**src/rtl/dff_arb_pkg.sv**
```systemverilog
// Shared types and index helpers for the round-robin write arbiter
// that fronts the shared D-register.
package dff_arb_pkg;

  typedef enum logic {
    IDLE   = 1'b0,
    LOCKED = 1'b1
  } arb_state_t;

  // Width of a requester index; never narrower than one bit.
  function automatic int idx_w(input int n);
    return (n > 2) ? $clog2(n) : 1;
  endfunction

  // Explicit modulo-n increment so non-power-of-2 requester counts wrap correctly.
  function automatic int wrap_inc(input int idx, input int n);
    return (idx >= n - 1) ? 0 : idx + 1;
  endfunction

endpackage

```
**src/rtl/dff_write_arbiter_rr_pick.sv**
```systemverilog
// Rotating-priority encoder: returns the first requester at or after ptr,
// scanning upward modulo N.
module rr_pick #(
  parameter int N  = 4,
  parameter int IW = 2
) (
  input  logic [N-1:0]  req_i,
  input  logic [IW-1:0] ptr_i,
  output logic          valid_o,
  output logic [IW-1:0] win_o
);

  int j;

  // Scan from the farthest offset down so the closest requester to ptr wins last.
  always_comb begin
    // NOTE: every output gets a default first so no path leaves it unassigned (no latch).
    valid_o = 1'b0;
    win_o   = '0;
    j       = 0;
    for (int k = N - 1; k >= 0; k--) begin
      j = int'(ptr_i) + k;
      if (j >= N) j = j - N;
      if (req_i[IW'(j)]) begin
        valid_o = 1'b1;
        win_o   = IW'(j);
      end
    end
  end

endmodule

```
**src/rtl/dff_write_arbiter.sv**
```systemverilog
// Round-robin write-side controller for a shared W-bit D-register, with
// optional bounded burst lock for a single owner.
module dff_write_arbiter
  import dff_arb_pkg::*;
#(
  parameter int N         = 4,
  parameter int W         = 8,
  parameter int MAX_BURST = 4
) (
  input  logic                 clk,
  input  logic                 rst,
  input  logic [N-1:0]         req,
  input  logic [N-1:0]         lock,
  input  logic [N*W-1:0]       d,
  output logic [N-1:0]         gnt,
  output logic [W-1:0]         q,
  output logic [$clog2(N)-1:0] q_owner,
  output logic                 q_upd
);

  localparam int IW = idx_w(N);
  localparam int BW = $clog2(MAX_BURST + 1);

  arb_state_t    state_q, state_d;
  logic [IW-1:0] ptr_q, ptr_d;
  logic [IW-1:0] owner_q, owner_d;
  logic [BW-1:0] burst_q, burst_d;
  logic [W-1:0]  q_q;
  logic [IW-1:0] q_owner_q;
  logic          q_upd_q;

  logic          pick_valid;
  logic [IW-1:0] pick_win;
  logic          xfer;
  logic [IW-1:0] xfer_idx;
  logic [W-1:0]  wr_data;

  rr_pick #(
    .N  (N),
    .IW (IW)
  ) u_pick (
    .req_i   (req),
    .ptr_i   (ptr_q),
    .valid_o (pick_valid),
    .win_o   (pick_win)
  );

  always_comb begin
    state_d  = state_q;
    ptr_d    = ptr_q;
    owner_d  = owner_q;
    burst_d  = burst_q;
    gnt      = '0;
    xfer     = 1'b0;
    xfer_idx = owner_q;
    if (!rst) begin
      case (state_q)
        IDLE: begin
          if (pick_valid) begin
            gnt[pick_win] = 1'b1;
            xfer          = 1'b1;
            xfer_idx      = pick_win;
            if (lock[pick_win] && (MAX_BURST > 1)) begin
              state_d = LOCKED;
              owner_d = pick_win;
              burst_d = BW'(1);
            end else begin
              ptr_d = IW'(wrap_inc(int'(pick_win), N));
            end
          end
        end
        LOCKED: begin
          // A dropped owner request costs one bubble cycle before re-arbitration.
          if (req[owner_q]) begin
            gnt[owner_q] = 1'b1;
            xfer         = 1'b1;
            burst_d      = burst_q + BW'(1);
            if (!lock[owner_q] || ((burst_q + BW'(1)) == BW'(MAX_BURST))) begin
              state_d = IDLE;
              ptr_d   = IW'(wrap_inc(int'(owner_q), N));
              burst_d = '0;
            end
          end else begin
            state_d = IDLE;
            ptr_d   = IW'(wrap_inc(int'(owner_q), N));
            burst_d = '0;
          end
        end
        default: state_d = IDLE;
      endcase
    end
  end

  // gnt is one-hot or zero, so an OR-free priority loop is a plain mux.
  always_comb begin
    wr_data = '0;
    for (int i = 0; i < N; i++) begin
      if (gnt[i]) wr_data = d[i*W +: W];
    end
  end

  always_ff @(posedge clk) begin
    // NOTE: sequential state uses non-blocking assignments so every register samples pre-edge values.
    if (rst) begin
      state_q   <= IDLE;
      ptr_q     <= '0;
      owner_q   <= '0;
      burst_q   <= '0;
      q_q       <= '0;
      q_owner_q <= '0;
      q_upd_q   <= 1'b0;
    end else begin
      state_q <= state_d;
      ptr_q   <= ptr_d;
      owner_q <= owner_d;
      burst_q <= burst_d;
      q_upd_q <= xfer;
      if (xfer) begin
        q_q       <= wr_data;
        q_owner_q <= xfer_idx;
      end
    end
  end

  assign q       = q_q;
  assign q_owner = q_owner_q;
  assign q_upd   = q_upd_q;

endmodule

```
**config.mk**
```make
export PLATFORM = sky130hd
export DESIGN_NAME = dff_write_arbiter
export DESIGN_NICKNAME = d
export VERILOG_FILES = /design/src/rtl/dff_arb_pkg.sv /design/src/rtl/dff_write_arbiter_rr_pick.sv /design/src/rtl/dff_write_arbiter.sv
export SDC_FILE = /design/constraint.sdc
export NUM_CORES = 1
export LEC_CHECK = 0
export CORE_UTILIZATION = 49
export CTS_CLUSTER_DIAMETER = 60
export CTS_CLUSTER_SIZE = 14
export DETAILED_ROUTE_END_ITERATION = 12
export PLACE_DENSITY = 0.91
export SLEW_MARGIN = 0
export SYNTH_ARGS = -nofsm -noshare
export SYNTH_HDL_FRONTEND = slang
export SYNTH_HIERARCHICAL = 1
export SYNTH_SLANG_ARGS = --single-unit
```
**constraint.sdc**
```tcl
create_clock -name clk -period 4.3 [get_ports clk]
set_input_delay 0.86 -clock clk [delete_from_list [all_inputs] [get_ports clk]]
set_output_delay 0.86 -clock clk [all_outputs]
set_load 0.02 [all_outputs]
```
==> run_summary.xml <==
<?xml version="1.0" encoding="UTF-8"?>
<metrics>
  <group name="clocking">
    <metric name="worstSkewPairLatency" unit="ns">0.31</metric>
    <metric name="cts_hold_repair.buffers" unit="">0</metric>
    <metric name="cts-root-to-sink-buffers" unit="">2</metric>
    <metric name="clk_pin_slew" unit="ns">0.12</metric>
    <metric name="post_cts_repair_resize_count" unit="">0</metric>
    <metric name="cts_inserted_buffers" unit="">3</metric>
    <metric name="clk_root_buffer_cell" unit="">clkbuf_4</metric>
    <metric name="clock_tree.htree_level_count" unit="">1</metric>
    <metric name="postCtsSetupRepairBufs" unit="">0</metric>
    <metric name="clock_sinks" unit="">19</metric>
    <metric name="cts_tree" unit="">yes</metric>
  </group>
  <group name="sta">
    <metric name="slew_of_the_pin_with_the_lowest_slew_margin" unit="ns">0.603</metric>
    <metric name="min_tclk_post_route" unit="ns">4.11</metric>
    <metric name="setup_violations" unit="">0</metric>
    <metric name="grt_setup_unrepaired" unit="">false</metric>
    <metric name="final.setup.worst_slack" unit="ns">0.187</metric>
    <metric name="clk_skew" unit="ns">0.0130</metric>
    <metric name="fin_setup_tns" unit="ns">0</metric>
    <metric name="report.final.hold_viol_count" unit="">0</metric>
    <metric name="final_cycle_utilization_of_the_critical_path" unit="%">95.7</metric>
    <metric name="timing.final.max_slew_violations" unit="">0</metric>
    <metric name="max_freq" unit="GHz">0.243</metric>
    <metric name="timing.max_slew.rel_slack" unit="%">59.8</metric>
  </group>
  <group name="worst_setup_path">
    <metric name="crit_cells" unit="">8</metric>
    <metric name="crit_arrival" unit="ns">3.25</metric>
    <metric name="slowest_stage" unit="">clkdlybuf4s50_1</metric>
    <metric name="worst-setup-path-type" unit="">input port to primary output</metric>
    <metric name="worst_setup_path_startpoint" unit="">req[3]</metric>
    <metric name="path_delay_family" unit="">buffers and inverters</metric>
    <metric name="setup.worst_path.end_class" unit="">primary output</metric>
    <metric name="cp_peak_stage_delay" unit="ns">0.69</metric>
    <metric name="critical_path.n_buffers_inverters" unit="">3</metric>
    <metric name="worstPathRequired" unit="ns">3.44</metric>
    <metric name="critical_path.cell_chain" unit="">clkdlybuf4s50_1, mux2i_1, a211oi_2, buf_4, ha_1, nand3b_1, o31ai_4, clkdlybuf4s50_1</metric>
    <metric name="r2r_setup_slack" unit="ns">1.82</metric>
    <metric name="timing.critical_path.from_type" unit="">input port</metric>
    <metric name="worstRegToRegCells" unit="">8</metric>
    <metric name="crit_top_cell" unit="">clkdlybuf4s50_1</metric>
    <metric name="worst-path-max-fanout" unit="">9</metric>
    <metric name="crit-reg2reg-launch" unit="">ptr_q[1]</metric>
  </group>
  <group name="yosys">
    <metric name="synth_top_area_cells" unit="">dfxtp_1 (23%), ha_1 (7.7%), a21oi_1 (5.2%)</metric>
    <metric name="yosysWarningCount" unit="">6</metric>
    <metric name="mappedNetlistNets" unit="">236</metric>
    <metric name="synth_largest_type_area_fraction" unit="%">23.3</metric>
    <metric name="synthCells" unit="">184</metric>
    <metric name="postSynth.asyncResetShare" unit="%">0</metric>
    <metric name="leading_cell_type_by_number_of_instances_after_synthesis" unit="">dfxtp_1</metric>
    <metric name="synthDominantAreaCellType" unit="">dfxtp_1</metric>
    <metric name="synth_seq_cells" unit="">19</metric>
    <metric name="synth_edf_count" unit="">0</metric>
    <metric name="yosysSeqAreaShare" unit="%">23.3</metric>
    <metric name="synth.distinct_cells" unit="">45</metric>
    <metric name="synth_flop_cell" unit="">dfxtp_1</metric>
    <metric name="synthesis.area" unit="µm²">1630</metric>
    <metric name="synth_top_cells_by_count" unit="">dfxtp_1 (19), a21oi_1 (17), nand2b_1 (12), nand2_1 (11)</metric>
    <metric name="mean_cell_area_of_the_mapped_netlist" unit="µm²">8.85</metric>
  </group>
  <group name="routing">
    <metric name="drt-wirelength-per-cell" unit="µm">14.8</metric>
    <metric name="highest-signal-layer" unit="">met4</metric>
    <metric name="wl_met1" unit="µm">1900</metric>
    <metric name="num_vias" unit="">1629</metric>
    <metric name="firstDrtPassIters" unit="">4</metric>
    <metric name="wl_met3" unit="µm">237</metric>
    <metric name="detail_route.drc_violations" unit="">0</metric>
    <metric name="drt-vias-per-instance" unit="">5.72</metric>
    <metric name="detail_route.wirelength" unit="µm">4210</metric>
    <metric name="ant_nets" unit="">0</metric>
    <metric name="met2_wirelength" unit="µm">2020</metric>
    <metric name="initial_drc_count" unit="">79</metric>
  </group>
  <group name="finish">
    <metric name="layoutNonFillerInstCount" unit="">285</metric>
    <metric name="count_of_filler_cells_inserted_in_the_layout" unit="">252</metric>
    <metric name="diodes" unit="">0</metric>
    <metric name="p_r_area_growth_vs_syn" unit="%">37.9</metric>
    <metric name="post_route_cells_drive_above_1_share" unit="%">11.2</metric>
    <metric name="nNetsFinal" unit="">294</metric>
  </group>
  <group name="floorplanning">
    <metric name="floorplan.die_area" unit="µm²">3560</metric>
    <metric name="std_cell_rows" unit="">20</metric>
    <metric name="dieHeight" unit="µm">59.7</metric>
    <metric name="placeable_core_region" unit="µm²">3100</metric>
    <metric name="die_x" unit="µm">59.7</metric>
    <metric name="io_pins" unit="">57</metric>
    <metric name="starting_utilization_of_the_core_area" unit="%">52.5</metric>
  </group>
  <group name="min_path">
    <metric name="min-delay-start" unit="">burst_q[2]</metric>
    <metric name="min-delay-path-class" unit="">register to register</metric>
    <metric name="holdPathStages" unit="">2</metric>
  </group>
  <group name="global_route">
    <metric name="via_count_of_the_first_global_routing_pass" unit="">1458</metric>
    <metric name="gr-total-overflow" unit="">0</metric>
    <metric name="grt_pass1_wl" unit="µm">6510</metric>
    <metric name="track_usage" unit="%">24.4</metric>
    <metric name="grt_max_degree" unit="">38</metric>
    <metric name="antenna_found_initial" unit="">0</metric>
  </group>
  <group name="power">
    <metric name="leakage" unit="nW">0.831</metric>
    <metric name="power.density_cell_area" unit="nW/µm²">462</metric>
    <metric name="ir_worst_vdd" unit="mV">0.247</metric>
  </group>
  <group name="status">
    <metric name="run_status" unit="">finished, final reports clean</metric>
  </group>
  <group name="place">
    <metric name="port_buffers" unit="">56</metric>
    <metric name="gp_congestion" unit="">0.856</metric>
    <metric name="pre_cts_ws" unit="ns">0.193</metric>
    <metric name="dp.cells" unit="">281</metric>
    <metric name="place_hpwl" unit="µm">3270</metric>
  </group>
  <group name="flow_run">
    <metric name="cap_viol_max_count" unit="">0</metric>
  </group>
</metrics>
-- cell families after synthesis --
logic type / after synthesis / synth area share (%)
AOI/OAI and AO/OA: 70 / 35.1
and+or+nand+nor: 59 / 20.7
DFF: 19 / 23.3
buffers and inverters: 17 / 6.45
adders and majority gates: 10 / 7.68
muxes: 9 / 6.68
-- state kept, by name, summed over array words and instances (netlist names) --
signal	cells
burst_q	3
q_upd	1
q_owner	2
q	8
state_q	1
owner_q	2
ptr_q	2
-- power breakdown --
part,switching (mW),leakage [nW],total [mW],internal [mW]
sequential,0.0591,0.156,0.292,0.232
combinational,0.346,0.659,0.653,0.307
clock,0.0571,0.0150,0.0932,0.0362
-- path summary, 6_finish.rpt --
| path | end |
|---|---|
| max | gnt[3] |
| min | burst_q[2] |
| max reg2reg | ptr_q[0] |
| min reg2reg | burst_q[2] |
-- area by class of cell --
class | instances | area, µm² | area share, %
inverters | 7 | 26.3 | 1.17
multi-input cells | 148 | 1140 | 51.0
well taps | 44 | 55.1 | 2.45
clock buffers | 4 | 26.3 | 1.17
repair buffers | 63 | 613 | 27.3
flip-flops and latches | 19 | 380 | 16.9
-- metrics by stage --
step                util, %  total power, mW  hold WS [ns]  instance area, µm²
floorplan                 -            0.717         0.439                1630
global placement       71.5            0.924         0.453                2220
detailed placement     71.5            0.940         0.469                2220
CTS                    72.3             1.03         0.484                2240
global route           72.4             1.11         0.504                2250
finish                 72.4             1.04         0.479                2250
-- worst reg2reg max path, delay by kind of cell (launching register included) --
kind | cells | cell delay [ns]
compound gates | 5 | 1.14
flops | 1 | 0.43
mux | 1 | 0.62
simple gates | 2 | 0.18
-- cells in the final DEF, fill, tap and decap left out, types with 2 or more instances in the layout --
cell type        synthesis  final
o21ai_0                  4      4
inv_1                    7      7
nand2_1                 11     11
nand3_1                  3      3
a22oi_1                  9      9
o21ai_1                  8      8
a211oi_2                 2      2
and2_2                   1      2
dfxtp_1                 19     19
a311oi_1                 9      9
buf_4                    0      7
mux2i_1                  6      6
nor3_2                   2      2
clkbuf_4                 0      3
nand3b_1                 2      2
clkdlybuf4s50_1          0     56
nor2b_1                 10     10
o31ai_1                  8      8
nor2_1                  10     10
and3_1                   2      2
a22o_1                   2      2
ha_1                    10     10
nand2b_1                12     12
a21oi_1                 17     17
-- layer usage --
metal | vias up | GRT usage (%)
li1 | 805 | -
met1 | 766 | 33.9
met2 | 53 | 38.7
met3 | 5 | 2.60
met4 | 0 | 8.97
met5 | - | 0
Power figures use the tool's default switching activity.
